[src/rtl/flu_issue_scheduler.sv]
// Issue-side scheduler: gates entry into each functional unit and arbitrates the shared FLU writeback port.
// Optional issue-stall counter is built when FLU_SCHED_PERF_EN is defined.
module flu_issue_scheduler #(
  parameter int unsigned TRANS_ID_BITS = 3,
  parameter int unsigned MULT_LAT      = 1
) (
  input  logic                     clk_i,
  input  logic                     rst_ni,
  input  logic                     flush_i,
  input  logic                     issue_valid_i,
  input  logic [2:0]               issue_fu_i,
  input  logic [TRANS_ID_BITS-1:0] issue_trans_id_i,
  output logic                     issue_ready_o,
  output logic                     alu_valid_o,
  output logic                     branch_valid_o,
  output logic                     csr_valid_o,
  output logic                     mult_valid_o,
  output logic                     lsu_valid_o,
  output logic                     fpu_valid_o,
  input  logic                     lsu_ready_i,
  input  logic                     fpu_ready_i,
  input  logic                     div_done_i,
  input  logic                     csr_commit_i,
  output logic                     div_busy_o,
  output logic                     csr_pending_o,
  output logic [TRANS_ID_BITS-1:0] div_trans_id_o,
  output logic [31:0]              stall_cnt_o
);

  localparam logic [2:0] FU_NONE   = 3'd0;
  localparam logic [2:0] FU_ALU    = 3'd1;
  localparam logic [2:0] FU_BRANCH = 3'd2;
  localparam logic [2:0] FU_CSR    = 3'd3;
  localparam logic [2:0] FU_MULT   = 3'd4;
  localparam logic [2:0] FU_DIV    = 3'd5;
  localparam logic [2:0] FU_LSU    = 3'd6;
  localparam logic [2:0] FU_FPU    = 3'd7;

  typedef struct packed {
    logic                     valid;
    logic [2:0]               fu;
    logic [TRANS_ID_BITS-1:0] id;
  } issue_req_t;

  typedef enum logic {IDLE, DIV_BUSY} state_e;

  issue_req_t              req;
  state_e                  state_q;
  logic [TRANS_ID_BITS-1:0] div_id_q;
  logic                    csr_pending_q;
  logic [MULT_LAT:1]       occ_q, occ_shift, occ_d;
  logic                    fu_ok;
  logic                    idle;
  logic                    mult_go, div_go, csr_go;

  assign req  = '{valid: issue_valid_i, fu: issue_fu_i, id: issue_trans_id_i};
  assign idle = (state_q == IDLE);

  always_comb begin
    occ_shift = '0;
    for (int k = 1; k < int'(MULT_LAT); k++) occ_shift[k] = occ_q[k+1];
  end

  // A new mult claims the slot just vacated by the shift, so back-to-back mults never collide;
  // only single-cycle units racing an older mult's writeback are refused.
  always_comb begin
    fu_ok = 1'b0;
    case (req.fu)
      FU_NONE:   fu_ok = 1'b1;
      FU_ALU,
      FU_BRANCH: fu_ok = idle & ~occ_q[1];
      FU_CSR:    fu_ok = idle & ~occ_q[1] & ~csr_pending_q;
      FU_MULT:   fu_ok = idle & ~occ_shift[MULT_LAT];
      FU_DIV:    fu_ok = idle & ~(|occ_q);
      FU_LSU:    fu_ok = lsu_ready_i;
      FU_FPU:    fu_ok = fpu_ready_i;
      default:   fu_ok = 1'b0;
    endcase
  end

  assign issue_ready_o  = req.valid & fu_ok & ~flush_i;
  assign alu_valid_o    = issue_ready_o & (req.fu == FU_ALU);
  assign branch_valid_o = issue_ready_o & (req.fu == FU_BRANCH);
  assign csr_valid_o    = issue_ready_o & (req.fu == FU_CSR);
  assign mult_valid_o   = issue_ready_o & ((req.fu == FU_MULT) | (req.fu == FU_DIV));
  assign lsu_valid_o    = issue_ready_o & (req.fu == FU_LSU);
  assign fpu_valid_o    = issue_ready_o & (req.fu == FU_FPU);

  assign mult_go = issue_ready_o & (req.fu == FU_MULT);
  assign div_go  = issue_ready_o & (req.fu == FU_DIV);
  assign csr_go  = csr_valid_o;

  always_comb begin
    occ_d = occ_shift;
    occ_d[MULT_LAT] = occ_shift[MULT_LAT] | mult_go;
    if (flush_i) occ_d = '0;
  end

  always_ff @(posedge clk_i or negedge rst_ni) begin
    if (!rst_ni) occ_q <= '0;
    else         occ_q <= occ_d;
  end

  // Divider occupancy; div_done_i only frees the unit from the following cycle.
  always_ff @(posedge clk_i or negedge rst_ni) begin
    if (!rst_ni) begin
      state_q  <= IDLE;
      div_id_q <= '0;
    end else if (flush_i) begin
      state_q  <= IDLE;
    end else begin
      case (state_q)
        IDLE: if (div_go) begin
          state_q  <= DIV_BUSY;
          div_id_q <= req.id;
        end
        DIV_BUSY: if (div_done_i) state_q <= IDLE;
        default: state_q <= IDLE;
      endcase
    end
  end

  always_ff @(posedge clk_i or negedge rst_ni) begin
    if (!rst_ni)           csr_pending_q <= 1'b0;
    else if (flush_i)      csr_pending_q <= 1'b0;
    else if (csr_go)       csr_pending_q <= 1'b1;
    else if (csr_commit_i) csr_pending_q <= 1'b0;
  end

  assign div_busy_o     = (state_q == DIV_BUSY);
  assign csr_pending_o  = csr_pending_q;
  assign div_trans_id_o = div_id_q;

`ifdef FLU_SCHED_PERF_EN
  logic [31:0] stall_cnt_q;
  always_ff @(posedge clk_i or negedge rst_ni) begin
    if (!rst_ni) stall_cnt_q <= '0;
    else if (req.valid & ~issue_ready_o & ~flush_i & ~(&stall_cnt_q))
      stall_cnt_q <= stall_cnt_q + 32'd1;
  end
  assign stall_cnt_o = stall_cnt_q;
`else
  assign stall_cnt_o = '0;
`endif

endmodule

[config.mk]
export PLATFORM = sky130hd
export DESIGN_NAME = flu_issue_scheduler
export DESIGN_NICKNAME = d
export VERILOG_FILES = /design/src/rtl/flu_issue_scheduler.sv
export SDC_FILE = /design/constraint.sdc
export NUM_CORES = 1
export LEC_CHECK = 0
export ABC_AREA = 1
export BUFFER_PORTS_ARGS = -buffer_cell sky130_fd_sc_hd__buf_2
export CAP_MARGIN = 10
export CORE_ASPECT_RATIO = 0.8
export CORE_MARGIN = 2
export CORE_UTILIZATION = 30
export DETAILED_ROUTE_END_ITERATION = 10
export PLACE_DENSITY = 0.66
export SLEW_MARGIN = 40
export SYNTH_ARGS = -nofsm -noshare
export SYNTH_HDL_FRONTEND = slang
export SYNTH_SLANG_ARGS = --single-unit
[constraint.sdc]
create_clock -name clk_i -period 1.5 [get_ports clk_i]
set_input_delay 0.075 -clock clk_i [delete_from_list [all_inputs] [get_ports clk_i]]
set_output_delay 0.075 -clock clk_i [all_outputs]
set_load 0.05 [all_outputs]
==> out/metrics.yaml <==
outcome:
  outcome: "finished, violations left"
  failed_checks: "negative setup slack"
detailed_routing:
  detail_route.wl_per_cell_um: 9.39
  vias: 585
  ant_nets: 0
  wl_mm: 1.44
  viasPerCell: 3.82
  route.detailed.drc: 0
  drt_iter0_drc: 12
  dr.pass1.iters: 4
die:
  fp.dieW_um: 56.4
  start_util_pct: 31.1
  die_y_um: 45.9
  ios: 58
  num_rows: 15
  die-area_um2: 2590
  core_um2: 2120
worst_setup_path:
  cp.arrival_ps: 1490
  cp_slowest_stage_delay_ps: 430
  r2r_cells: 7
  r2r_setup_slack_ps: 120
  crit_family: "simple AND/OR/NAND/NOR gates"
  path_cells: "nor2_4 > nand3b_1 > nand4_4 > nand2_8 > o21ai_4 > buf_6"
  critPathBufInv: 1
  r2r-start: "div_busy_o$_DFF_PN0_"
  end_kind: "primary output"
  cp-start-kind: "register"
  regToRegEndpoint: "occ_q$_DFF_PN0_"
  slowest_stage: "dfrtp_2"
  worst-setup-path-type: "register to primary output"
  crit_fanout: 5
  cp.required_ps: 1420
power_and_ir_drop:
  p_total_w: 0.000780
  combPwrFrac_pct: 54.9
  power_frac_clock_pct: 20.1
  seq_power_share_pct: 25.0
  p_sw_share_pct: 53.5
  netSwitchingPower_w: 0.000417
  power.density_nw_per_um2: 846
  cellLeakagePower_nw: 0.511
  p_int_w: 0.000363
  irDropWorstVdd_mv: 0.619
layout:
  num-nets-final: 143
  mostFrequentLayoutCell: "conb_1"
  most-common-layout-cells: "conb_1, buf_2, nand2_1"
  syn2layout_area_growth_pct: 39.8
  diodes: 0
  fillers: 230
  fin_util_pct: 43.5
  drive_gt1_share_pct: 42.2
worst_hold_path:
  min_to: "div_busy_o$_DFF_PN0_"
  whs_path_depth: 2
  hold_path.startpoint: "flush_i"
  hold_class: "input port to register"
global_routing:
  grt_pass1_vias: 545
  grt-ovfl-total: 0
  antenna_found_initial: 0
  track_usage_pct: 12.2
  grt_max_degree: 7
  grt_pass1_wl_mm: 2.36
cts:
  tritoncts: "built"
  cts_buffer_depth: 2
  root_buffer: "clkbuf_4"
  cts_max_level: 1
  path_clk_slew_ps: 50
  clkSinkCount: 6
  clock_latency_ps: 240
  cts-buffers-inserted: 3
sta:
  clock_skew_ps: 6.82
  max_freq_ghz: 0.637
  holdWs_ps: 55.8
  layout_min_cycle_time_ps: 1570
  drv_slew: 0
  worst_slack_ps: -69.8
  fin_crit_sh_pct: 105
  final-setup-viol-count: 5
  hold_viol_final: 0
  rsz0062_at_grt: "yes"
synthesis:
  synth_cell_types: 20
  yosysSeqAreaShare_pct: 22.8
  syn-cell-area_um2: 659
  yosysWarnings: 0
  synth.area.top_cells: "buf_4, dfrtp_1, nor2_1, nand2_1, inv_1"
  synth.ff_latch_count: 6
  synth.avg_cell_area_um2: 7.33
  synth_largest_area_cell: "buf_4"
  syn_inst: 90
  synth_top_area_share_pct: 36.4
placed_design:
  pre_cts_slack_ps: 9.76
  portBuffers: 25
  place_congestion: 0.767
  dp_hpwl_mm: 1.13
flow_run:
  maxCapViolations: 0
[cell usage after synthesis, drive strengths merged]
cell type  count
nor2          12
a21oi          2
or3b           1
or2            1
inv           10
conb           1
nor3           1
buf           32
nand4          4
nand3b         1
nand2         11
dfrtp          6
o21ai          2
nand3          6
[worst max-delay path by stage]
stage | start | end | slack (ps) | cells past startpoint
detailed placement | div_busy_o$_DFF_PN0_ | alu_valid_o | 10 | 6
CTS | div_busy_o$_DFF_PN0_ | mult_valid_o | -110 | 6
floorplan | div_busy_o$_DFF_PN0_ | alu_valid_o | -120 | 5
global placement | div_busy_o$_DFF_PN0_ | alu_valid_o | 40 | 6
global route | occ_q$_DFF_PN0_ | mult_valid_o | -120 | 6
finish | div_busy_o$_DFF_PN0_ | mult_valid_o | -70 | 6
[registers in the layout (all words and copies together), names as in the netlist]
register	cells
div_trans_id_o	3
csr_pending_o	1
div_busy_o	1
occ_q	1
[per-stage QoR]
stage	TNS, ps	instances	instance area (um2)
after floorplan	-118	121	842
after global placement	0	143	788
after detailed placement	0	143	788
after CTS	-377	151	900
after global routing	-538	153	922
final	-209	153	922
[final cells by class]
class / count / area [um2] / area share (%)
inverter: 10 / 37.5 / 4.07
multi-input combinational: 74 / 428 / 46.4
clock buffer: 4 / 26.3 / 2.85
timing repair buffer: 34 / 246 / 26.7
sequential: 6 / 153 / 16.6
tap: 25 / 31.3 / 3.39
[cells by family (layout without fill, tap and decap cells)]
family | after synthesis | in the layout | share of synthesized area (%)
buf+inv | 42 | 48 | 42.1
simple gates | 37 | 38 | 30.9
flops | 6 | 6 | 22.8
compound gates | 4 | 4 | 3.60
other cells | 1 | 32 | 0.569
[metal layers]
layer | vias to the layer above | GRT usage [%] | share of wire [%]
met2 | 36 | 20.5 | 45
met3 | 0 | 5.97 | 10
li1 | 295 | - | -
met1 | 254 | 14.3 | 44
met5 | - | 0 | 0
met4 | 0 | 2.86 | 0
[power by group through the flow]
stage / Clock (W) / Combinational, W / Sequential (W)
floorplan: 0 / 0.000328 / 0.000266
global placement: 0 / 0.000397 / 0.000195
detailed placement: 0 / 0.000400 / 0.000197
CTS: 0.000168 / 0.000417 / 0.000195
global route: 0.000175 / 0.000450 / 0.000197
finish: 0.000157 / 0.000428 / 0.000195
[what timing repair did]
| item | 4_1_cts | 5_1_grt |
|---|---|---|
| hold endpoints to repair | 6 | 0 |
| hold buffers | 1 | 0 |
| cloned | 1 | 0 |
| endpoints found under the setup margin | 7 | 7 |
| buffers inserted | 2 | 2 |
| gates resized for setup | 15 | 2 |
| pin swaps | 4 | 4 |
[worst register-to-register path, cell delays in order (launching register included)]
cell and delay (ps):
dfrtp_2 430, nor2_4 110, nand3b_1 130, nand4_4 160
nand2_4 90, buf_4 150, or2_1 200, inv_1 50
Note: power is estimated with default switching activity, not from simulation.
